===== config.mk =====
export PLATFORM = sky130hd
export DESIGN_NAME = sel_enc_seq
export DESIGN_NICKNAME = d
export VERILOG_FILES = /design/src/rtl/sel_enc_seq.sv
export SDC_FILE = /design/constraint.sdc
export NUM_CORES = 1
export LEC_CHECK = 0
export CELL_PAD_IN_SITES_DETAIL_PLACEMENT = 0
export CELL_PAD_IN_SITES_GLOBAL_PLACEMENT = 1
export CORE_ASPECT_RATIO = 0.6
export CORE_MARGIN = 1.5
export CORE_UTILIZATION = 29
export CTS_BUF_LIST = sky130_fd_sc_hd__clkbuf_4
export DETAILED_ROUTE_END_ITERATION = 10
export HOLD_SLACK_MARGIN = 0.05
export PLACE_DENSITY = 0.94
export SKIP_CTS_REPAIR_TIMING = 1
export SLEW_MARGIN = 20
export SYNTH_ARGS = -nofsm -noshare
export SYNTH_HDL_FRONTEND = slang
export SYNTH_SLANG_ARGS = --single-unit

===== constraint.sdc =====
create_clock -name clock -period 2.3 [get_ports clock]
set_input_delay 0.23 -clock clock [delete_from_list [all_inputs] [get_ports clock]]
set_output_delay 0.23 -clock clock [all_outputs]
set_load 0.02 [all_outputs]

===== src/rtl/sel_enc_seq.sv =====
// sel_enc_seq
// Sequences one register-transfer instruction through bus read, execute-wait
// and write-back phases, producing one-hot register select buses.
//
// Ports:
//   clock       - single clock, all state changes on its rising edge
//   clear       - synchronous active-high reset
//   start       - request to sequence one instruction (sampled in IDLE only)
//   ir_in       - instruction word, Ra=[26:23], Rb=[22:19], Rc=[18:15]
//   base_mode   - Rb read uses base-address gating (drives BAOut)
//   use_rc      - instruction also reads Rc
//   wb_en       - instruction writes Ra
//   ex_cycles   - execute wait cycles minus one (0-7)
//   reg_out     - one-hot register-to-bus select
//   reg_enable  - one-hot register write enable
//   BAOut       - forces the selected register's bus output to zero
//   busy        - high whenever the sequencer is not idle
//   done        - single-cycle completion pulse
module sel_enc_seq #(
  parameter int NUM_REGS = 16,
  parameter int IR_WIDTH = 32
) (
  input  logic                clock,
  input  logic                clear,
  input  logic                start,
  input  logic [IR_WIDTH-1:0] ir_in,
  input  logic                base_mode,
  input  logic                use_rc,
  input  logic                wb_en,
  input  logic [2:0]          ex_cycles,
  output logic [NUM_REGS-1:0] reg_out,
  output logic [NUM_REGS-1:0] reg_enable,
  output logic                BAOut,
  output logic                busy,
  output logic                done
);

  typedef enum logic [2:0] {
    IDLE,
    READ_B,
    READ_C,
    EXEC,
    WRITE_A,
    DONE
  } state_t;

  state_t     state;
  state_t     nxt;
  logic [2:0] cnt;
  logic [3:0] ra;
  logic [3:0] rb;
  logic [3:0] rc;
  logic       ba;
  logic       rcUsed;
  logic       wb;
  logic [2:0] ex;

  // Only the three register fields of the instruction word matter here.
  logic unused_ir;
  assign unused_ir = ^{ir_in[IR_WIDTH-1:27], ir_in[14:0]};

  // Index to one-hot select; indices past the register file give no select.
  function automatic logic [NUM_REGS-1:0] decode(input logic [3:0] idx);
    logic [NUM_REGS-1:0] sel;
    sel = '0;
    for (int i = 0; i < NUM_REGS; i++) begin
      if (int'(idx) == i) sel[i] = 1'b1;
    end
    return sel;
  endfunction

  // State, execute counter and instruction fields. Fields are captured only
  // when a start is accepted, so inputs may change freely while busy. The
  // counter is loaded on entry to EXEC and counts down to zero inside it.
  always_ff @(posedge clock) begin
    if (clear) begin
      state  <= IDLE;
      cnt    <= 3'd0;
      ra     <= 4'd0;
      rb     <= 4'd0;
      rc     <= 4'd0;
      ba     <= 1'b0;
      rcUsed <= 1'b0;
      wb     <= 1'b0;
      ex     <= 3'd0;
    end else begin
      state <= nxt;
      if (state == IDLE && start) begin
        ra     <= ir_in[26:23];
        rb     <= ir_in[22:19];
        rc     <= ir_in[18:15];
        ba     <= base_mode;
        rcUsed <= use_rc;
        wb     <= wb_en;
        ex     <= ex_cycles;
      end
      if (nxt == EXEC && state != EXEC) begin
        cnt <= ex;
      end else if (state == EXEC && cnt != 3'd0) begin
        cnt <= cnt - 3'd1;
      end
    end
  end

  // Next-state logic. EXEC is left once the counter has reached zero, which
  // gives ex_cycles+1 cycles in EXEC.
  always_comb begin
    nxt = state;
    case (state)
      IDLE:    if (start) nxt = READ_B;
      READ_B:  nxt = rcUsed ? READ_C : EXEC;
      READ_C:  nxt = EXEC;
      EXEC:    if (cnt == 3'd0) nxt = wb ? WRITE_A : DONE;
      WRITE_A: nxt = DONE;
      DONE:    nxt = IDLE;
      default: nxt = IDLE;
    endcase
  end

  // Outputs depend only on the registered state and captured fields, so the
  // select buses are glitch-free relative to the inputs.
  always_comb begin
    reg_out    = '0;
    reg_enable = '0;
    BAOut      = 1'b0;
    busy       = (state != IDLE);
    done       = 1'b0;
    case (state)
      READ_B: begin
        reg_out = decode(rb);
        BAOut   = ba;
      end
      READ_C:  reg_out    = decode(rc);
      WRITE_A: reg_enable = decode(ra);
      DONE:    done       = 1'b1;
      default: ;
    endcase
  end

endmodule

==> results of run 1 <==
## placed cells by master, fill, tap and decap left out, types with 4 or more instances in the layout
master,instances
sky130_fd_sc_hd__dfxtp_1,22
sky130_fd_sc_hd__dlymetal6s2s_1,32
sky130_fd_sc_hd__a21oi_1,21
sky130_fd_sc_hd__buf_4,9
sky130_fd_sc_hd__nor2_1,31
sky130_fd_sc_hd__nand2_1,43
sky130_fd_sc_hd__nor3_1,5
sky130_fd_sc_hd__nand2b_1,4
sky130_fd_sc_hd__inv_1,6
sky130_fd_sc_hd__clkdlybuf4s50_1,23
## state kept, by name, indices dropped and copies added, names as in the netlist
signal	flops
cnt	3
ra	4
state	3
ex	3
wb	1
ba	1
rc	4
rcUsed	1
rb	4
## per-layer routing
| metal | track usage | wire [µm] | up-vias |
|---|---|---|---|
| met5 | 0 | 0 | - |
| met1 | 0.217 | 1970 | 726 |
| met3 | 0.0573 | 359 | 2 |
| li1 | - | - | 779 |
| met2 | 0.234 | 1690 | 59 |
| met4 | 0.0192 | 13 | 0 |
## logic make-up (layout without fill, tap and decap cells)
group                    after synthesis  count (layout)  synth area share
flip-flops                            24              24             0.336
multiplexers                           2               2            0.0149
AND/OR/NAND/NOR                      112             112             0.388
buffers and inverters                 17              75            0.0664
XOR/XNOR                               1               1           0.00612
AO/OA/AOI/OAI                         37              37             0.171
adder cells (fa/ha/maj)                2               2            0.0175
## final cells by class
type / instances / area share
clock buffers: 3 / 0.0102
clock inverters: 1 / 0.0136
inverters: 6 / 0.0102
multi-input cells: 154 / 0.391
flip-flops and latches: 24 / 0.218
well taps: 63 / 0.0356
repair buffers: 65 / 0.321
## through the flow
step                 util  area, µm²  worst slack, ps  std cells
finish              0.475       2210              155        316
detailed placement  0.438       2040             88.0        309
CTS                 0.449       2090             -297        313
global route        0.475       2210            -5.04        316
global placement    0.438       2040              123        309
floorplan               -       1430              536        195
## worst paths after layout
path | to | slack (ps) | cells past startpoint
setup reg to reg | rc[1] | 690 | 5
hold reg to reg | state[0] | 470 | 1
hold / removal | ra[1] | 440 | 3
setup / recovery | reg_out[8] | 160 | 7
## power breakdown
group / internal, µW / leakage [µW] / switching [µW]
registers: 477 / 0.000197 / 64.9
clock network: 176 / 0.0000279 / 127
logic: 259 / 0.00110 / 305
## worst max-delay path: stages, from the launching register on
cell	delay, ps
sky130_fd_sc_hd__dfxtp_2	390
sky130_fd_sc_hd__nor3b_4	280
sky130_fd_sc_hd__buf_4	220
sky130_fd_sc_hd__nor3b_1	60
sky130_fd_sc_hd__a31oi_2	260
sky130_fd_sc_hd__buf_4	160
sky130_fd_sc_hd__nor2_1	30
sky130_fd_sc_hd__dlymetal6s2s_1	200
==> flow_summary.html, run 1 <==
<table>
<tr><th>Metric</th><th>Value</th></tr>
<tr><th colspan="2">Timing</th></tr>
<tr><td>Shortest clock period the worst path allows after layout</td><td>roughly 2100 ps</td></tr>
<tr><td>Clock tree skew after final layout</td><td>around 5 ps</td></tr>
<tr><td>Final cycle utilization of the critical path</td><td>0.932</td></tr>
<tr><td>Fin Setup TNS</td><td>0 ps</td></tr>
<tr><td>Worst rel slew slack</td><td>0.497</td></tr>
<tr><td>Transition at the pin with the smallest max-transition slack</td><td>753 ps</td></tr>
<tr><td>Pins Over Slew Limit</td><td>0</td></tr>
<tr><td>Final hold violation count</td><td>0</td></tr>
<tr><td>Setup violations, final</td><td>0</td></tr>
<tr><td>Achievable Freq</td><td>~0.47 GHz</td></tr>
<tr><td>Worst hold slack</td><td>~440 ps</td></tr>
<tr><th colspan="2">Logic synthesis</th></tr>
<tr><td>Register bit count reported by yosys</td><td>24</td></tr>
<tr><td>Synth top area share</td><td>0.336</td></tr>
<tr><td>Library cell with the highest instance count after synthesis</td><td>sky130_fd_sc_hd__nand2_1</td></tr>
<tr><td>Post-synthesis sequential area ratio</td><td>0.336</td></tr>
<tr><td>Synth top cells by count</td><td>sky130_fd_sc_hd__nand2_1, sky130_fd_sc_hd__nor2_1, sky130_fd_sc_hd__dfxtp_1</td></tr>
<tr><td>Number of library cell types mapped by synthesis</td><td>45</td></tr>
<tr><td>Commonest register cell after synthesis</td><td>sky130_fd_sc_hd__dfxtp_1</td></tr>
<tr><td>Largest area contributor in the synthesized netlist</td><td>sky130_fd_sc_hd__dfxtp_1</td></tr>
<tr><td>Cell area after technology mapping</td><td>between 1000 and 1500 µm²</td></tr>
<tr><td>Count of mapped cells out of synthesis</td><td>roughly 200</td></tr>
<tr><td>Yosys warning total</td><td>0</td></tr>
<tr><td>Number of enable flip-flop cells after synthesis</td><td>0</td></tr>
<tr><td>Async set-or-reset flop fraction in the synthesized netlist</td><td>0</td></tr>
<tr><td>Number of nets produced by synthesis</td><td>around 240</td></tr>
<tr><td>Top post-synthesis cells by area</td><td>sky130_fd_sc_hd__dfxtp_1, sky130_fd_sc_hd__nand2_1, sky130_fd_sc_hd__nor2_1, sky130_fd_sc_hd__a21oi_1, sky130_fd_sc_hd__a31oi_2</td></tr>
<tr><td>Mapped Avg Cell Area</td><td>roughly 7.3 µm²</td></tr>
<tr><th colspan="2">Placed design</th></tr>
<tr><td>Weighted congestion at the end of routability-driven global placement</td><td>~0.7</td></tr>
<tr><td>Placed wire-length estimate</td><td>between 2 and 3 mm</td></tr>
<tr><td>Quantity of I/O buffers inserted on ports</td><td>55</td></tr>
<tr><th colspan="2">Power and ir drop</th></tr>
<tr><td>Power consumption</td><td>roughly 1400 µW</td></tr>
<tr><td>Leak Pwr</td><td>roughly 0.0013 µW</td></tr>
<tr><td>Largest voltage drop on the vdd net</td><td>around 250 µV</td></tr>
<tr><td>Power density over the cells</td><td>approximately 640 nW/µm²</td></tr>
<tr><th colspan="2">Drt</th></tr>
<tr><td>Detailed Route WL</td><td>4.03 mm</td></tr>
<tr><td>Number of search-and-repair iterations in the first detailed-routing pass</td><td>4</td></tr>
<tr><td>Number of DRC markers after the initial detailed-route iteration</td><td>59</td></tr>
<tr><td>Remaining DRCs</td><td>0</td></tr>
<tr><td>Number of nets still failing antenna checks after routing</td><td>0</td></tr>
<tr><td>Drt wl/cell</td><td>between 10 and 15 µm</td></tr>
<tr><td>Mean number of vias per cell</td><td>around 5.0</td></tr>
<tr><td>Overall via count from detail_route</td><td>approximately 1,600</td></tr>
<tr><th colspan="2">Worst setup path</th></tr>
<tr><td>Worst EP required</td><td>2070 ps</td></tr>
<tr><td>Worst Path Class, Setup</td><td>flip-flop to primary output</td></tr>
<tr><td>Worst setup path startpoint</td><td>state[1]</td></tr>
<tr><td>Reg-to-reg critical path startpoint</td><td>state[0]</td></tr>
<tr><td>Element type at the critical path start</td><td>flip-flop</td></tr>
<tr><td>Capturing element type of the critical path</td><td>primary output</td></tr>
<tr><td>Data arrival time of the critical path</td><td>around 1900 ps</td></tr>
<tr><td>Maximum fanout along the worst path</td><td>8</td></tr>
<tr><th colspan="2">CTS</th></tr>
<tr><td>Largest buffer count on any clock path</td><td>2</td></tr>
<tr><td>TritonCTS buffer count</td><td>3</td></tr>
<tr><td>Clock root cell</td><td>sky130_fd_sc_hd__clkbuf_4</td></tr>
<tr><td>Total number of H-tree levels</td><td>1</td></tr>
<tr><td>Clock latency of the later-clocked register in the worst-skew pair</td><td>~310 ps</td></tr>
<tr><td>Clock transition time at the flip-flop clock pins of the worst setup and hold paths</td><td>about 140 ps</td></tr>
<tr><td>Clock tree from TritonCTS</td><td>built</td></tr>
<tr><td>CTS sink count</td><td>24</td></tr>
<tr><th colspan="2">Floorplan</th></tr>
<tr><td>Number of placed I/O pins</td><td>76</td></tr>
<tr><td>Core Footprint</td><td>approximately 4700 µm²</td></tr>
<tr><td>Die span in x</td><td>between 90 and 100 µm</td></tr>
<tr><td>Starting density of the core</td><td>0.307</td></tr>
<tr><td>Num rows</td><td>19</td></tr>
<tr><td>Die ar.</td><td>5380 µm²</td></tr>
<tr><td>Height of the chip</td><td>between 50 and 60 µm</td></tr>
<tr><th colspan="2">Finish</th></tr>
<tr><td>Sequential standard cell area</td><td>483 µm²</td></tr>
<tr><td>Number of antenna diodes</td><td>0</td></tr>
<tr><td># fillers</td><td>between 400 and 500</td></tr>
<tr><td>Number of nets in the layout</td><td>297</td></tr>
<tr><td>Area used by multi-input combinational logic</td><td>866 µm²</td></tr>
<tr><td>Area overhead of the layout relative to synthesis</td><td>54.5%</td></tr>
<tr><td>Proportion of layout cells with a drive suffix above 1</td><td>0.119</td></tr>
<tr><th colspan="2">Hold path</th></tr>
<tr><td>Hold crit path type</td><td>input port to flip-flop</td></tr>
<tr><td>Min-delay src</td><td>ir_in[24]</td></tr>
<tr><th colspan="2">GRT</th></tr>
<tr><td>Via count of the first global-routing pass</td><td>approximately 1,400</td></tr>
<tr><td>Pin count of the biggest net entering global routing</td><td>21</td></tr>
<tr><td>First-pass GRT wire length</td><td>between 6 and 7 mm</td></tr>
<tr><td>GRT Total Usage</td><td>0.155</td></tr>
<tr><td>Antenna violations before repair</td><td>0</td></tr>
<tr><td>GR Overflow Total</td><td>0</td></tr>
<tr><th colspan="2">Run</th></tr>
<tr><td>Max-capacitance violation count</td><td>0</td></tr>
<tr><th colspan="2">Outcome</th></tr>
<tr><td>Run status</td><td>complete, no violations</td></tr>
</table>
(Power assumes the default switching activity.)
==> run 2, diff against run 1 <==
- GPL_TIMING_DRIVEN: default -> 0
- SETUP_SLACK_MARGIN: default -> 0.2
==> flow_summary.html, run 2 (synthesis results as in run 1) <==
<table>
<tr><th>Metric</th><th>Value</th></tr>
<tr><th colspan="2">Worst setup path</th></tr>
<tr><td>Worst Path Class, Setup</td><td>flip-flop to primary output</td></tr>
<tr><td>Count of cells along the worst register-to-register path</td><td>7</td></tr>
<tr><td>Capturing element type of the critical path</td><td>primary output</td></tr>
<tr><td>Internal reg-to-reg setup slack</td><td>720 ps</td></tr>
<tr><td>Worst EP required</td><td>between 2000 and 2500 ps</td></tr>
<tr><td>Data arrival time of the critical path</td><td>approximately 1900 ps</td></tr>
<tr><td>Maximum fanout along the worst path</td><td>5</td></tr>
<tr><td>Element type at the critical path start</td><td>flip-flop</td></tr>
<tr><th colspan="2">CTS</th></tr>
<tr><td>Clock root cell</td><td>sky130_fd_sc_hd__clkbuf_4</td></tr>
<tr><td>Largest buffer count on any clock path</td><td>2</td></tr>
<tr><td>Clock transition time at the flip-flop clock pins of the worst setup and hold paths</td><td>130 ps</td></tr>
<tr><td>TritonCTS buffer count</td><td>3</td></tr>
<tr><td>Clock tree from TritonCTS</td><td>built</td></tr>
<tr><td>Total number of H-tree levels</td><td>1</td></tr>
<tr><td>Clock latency of the later-clocked register in the worst-skew pair</td><td>a little over 300 ps</td></tr>
<tr><td>CTS sink count</td><td>24</td></tr>
<tr><th colspan="2">Hold path</th></tr>
<tr><td>Hold crit path type</td><td>input port to flip-flop</td></tr>
<tr><td>Instance count along the most critical hold path</td><td>3</td></tr>
<tr><th colspan="2">Finish</th></tr>
<tr><td>Largest registers in the final layout</td><td>ra: 4 flops, rb: 4 flops, rc: 4 flops</td></tr>
<tr><td>Number of nets in the layout</td><td>roughly 310</td></tr>
<tr><td>Commonest non-fill, non-tap cell in the layout</td><td>sky130_fd_sc_hd__nand2_1</td></tr>
<tr><td>Area overhead of the layout relative to synthesis</td><td>58.7%</td></tr>
<tr><td>Number of antenna diodes</td><td>0</td></tr>
<tr><td>Proportion of layout cells with a drive suffix above 1</td><td>0.240</td></tr>
<tr><td>Leading cell types in the layout, fill and taps excluded</td><td>sky130_fd_sc_hd__nand2_1, sky130_fd_sc_hd__nor2_1, sky130_fd_sc_hd__clkdlybuf4s50_1, sky130_fd_sc_hd__a21oi_1, sky130_fd_sc_hd__dfxtp_1</td></tr>
<tr><td>Design Area, Final</td><td>between 2000 and 2500 µm²</td></tr>
<tr><th colspan="2">Timing</th></tr>
<tr><td>Transition at the pin with the smallest max-transition slack</td><td>around 480 ps</td></tr>
<tr><td>Shortest clock period the worst path allows after layout</td><td>around 2200 ps</td></tr>
<tr><td>Final cycle utilization of the critical path</td><td>0.940</td></tr>
<tr><td>Setup violations, final</td><td>0</td></tr>
<tr><td>Worst rel slew slack</td><td>0.678</td></tr>
<tr><td>Fin Setup TNS</td><td>0 ps</td></tr>
<tr><td>Achievable Freq</td><td>0.463 GHz</td></tr>
<tr><td>Final hold violation count</td><td>0</td></tr>
<tr><td>RSZ-0062 raised after global routing</td><td>true</td></tr>
<tr><td>Pins Over Slew Limit</td><td>0</td></tr>
<tr><td>Clock tree skew after final layout</td><td>2.52 ps</td></tr>
<tr><th colspan="2">Floorplan</th></tr>
<tr><td>Core Footprint</td><td>~4700 µm²</td></tr>
<tr><td>Num rows</td><td>19</td></tr>
<tr><td>Die ar.</td><td>between 5000 and 6000 µm²</td></tr>
<tr><td>Height of the chip</td><td>57.4 µm</td></tr>
<tr><td>Number of placed I/O pins</td><td>76</td></tr>
<tr><td>Starting density of the core</td><td>0.307</td></tr>
<tr><td>Die span in x</td><td>~94 µm</td></tr>
<tr><th colspan="2">Drt</th></tr>
<tr><td>Detailed Route WL</td><td>4.26 mm</td></tr>
<tr><td>Number of search-and-repair iterations in the first detailed-routing pass</td><td>5</td></tr>
<tr><td>Remaining DRCs</td><td>0</td></tr>
<tr><td>Drt wl/cell</td><td>roughly 13 µm</td></tr>
<tr><td>Mean number of vias per cell</td><td>slightly below 5</td></tr>
<tr><td>Number of DRC markers after the initial detailed-route iteration</td><td>~110</td></tr>
<tr><td>Number of nets still failing antenna checks after routing</td><td>0</td></tr>
<tr><td>Overall via count from detail_route</td><td>approximately 1,600</td></tr>
<tr><th colspan="2">Power and ir drop</th></tr>
<tr><td>Largest voltage drop on the vdd net</td><td>about 250 µV</td></tr>
<tr><td>Power density over the cells</td><td>about 610 nW/µm²</td></tr>
<tr><td>Power consumption</td><td>between 1000 and 1500 µW</td></tr>
<tr><td>Leak Pwr</td><td>0.00111 µW</td></tr>
<tr><th colspan="2">GRT</th></tr>
<tr><td>First-pass GRT wire length</td><td>6.32 mm</td></tr>
<tr><td>Antenna violations before repair</td><td>0</td></tr>
<tr><td>Pin count of the biggest net entering global routing</td><td>13</td></tr>
<tr><td>GRT Total Usage</td><td>0.148</td></tr>
<tr><td>Via count of the first global-routing pass</td><td>1,374</td></tr>
<tr><td>GR Overflow Total</td><td>0</td></tr>
<tr><th colspan="2">Placed design</th></tr>
<tr><td>Cell area after placement</td><td>a little over 2000 µm²</td></tr>
<tr><td>Placed wire-length estimate</td><td>3.07 mm</td></tr>
<tr><td>Quantity of I/O buffers inserted on ports</td><td>between 50 and 60</td></tr>
<tr><td>Weighted congestion at the end of routability-driven global placement</td><td>0.825</td></tr>
<tr><th colspan="2">Run</th></tr>
<tr><td>Max-capacitance violation count</td><td>0</td></tr>
<tr><th colspan="2">Outcome</th></tr>
<tr><td>Run status</td><td>complete, no violations</td></tr>
</table>
==> run 2: cell types whose count changed in the layout (fill, tap and decap cells not counted), sizes merged <==
cell,change
bufinv,-1
clkdlybuf4s50,-1
clkbuf,+4
buf,+24
dlymetal6s2s,-16
==> run 2: final cells by class <==
cell class	instances	area, µm²
plain buffers	11	85.1
clock buffers	3	22.5
fillers	474	2390
inverters	6	22.5
multi-input cells	154	937
flip-flops and latches	24	489
well taps	63	78.8
repair buffers	65	637
==> run 2: report_power, final <==
part	internal, µW	total, µW	switching, µW
Combinational	303	648	345
Sequential	480	550	70.4
Clock	61.2	190	129
==> run 2: through the flow <==
stage / util / worst slack [ps] / cells / hold WS [ps]
floorplan: - / 536 / 195 / 302
global placement: 0.442 / -53.8 / 313 / 442
detailed placement: 0.442 / -59.1 / 313 / 458
CTS: 0.447 / -441 / 316 / 446
global route: 0.488 / -24.2 / 326 / 451
finish: 0.488 / 139 / 326 / 446
==> run 2: worst paths after layout <==
check                                from          to
worst max-delay path             state[0]  reg_out[9]
worst min-delay path            ir_in[17]       rc[2]
worst max register to register   state[2]       ex[1]
worst min register to register         wb    state[0]
==> run 2: critical path, stage by stage (launching register included) <==
cell                      delay (ps)
sky130_fd_sc_hd__dfxtp_4         400
sky130_fd_sc_hd__buf_6           130
sky130_fd_sc_hd__nor3b_4         280
sky130_fd_sc_hd__buf_6           180
sky130_fd_sc_hd__mux2i_4         250
sky130_fd_sc_hd__nand2_2         120
sky130_fd_sc_hd__nor2_1          110
sky130_fd_sc_hd__buf_4           150
==> run 2: routing by layer <==
layer | vias up | GRT usage | part of all wire
li1 | 801 | - | -
met1 | 727 | 0.224 | 0.49
met2 | 56 | 0.205 | 0.42
met3 | 4 | 0.0453 | 0.088
met4 | 0 | 0.0320 | 0.0082
met5 | - | 0 | 0
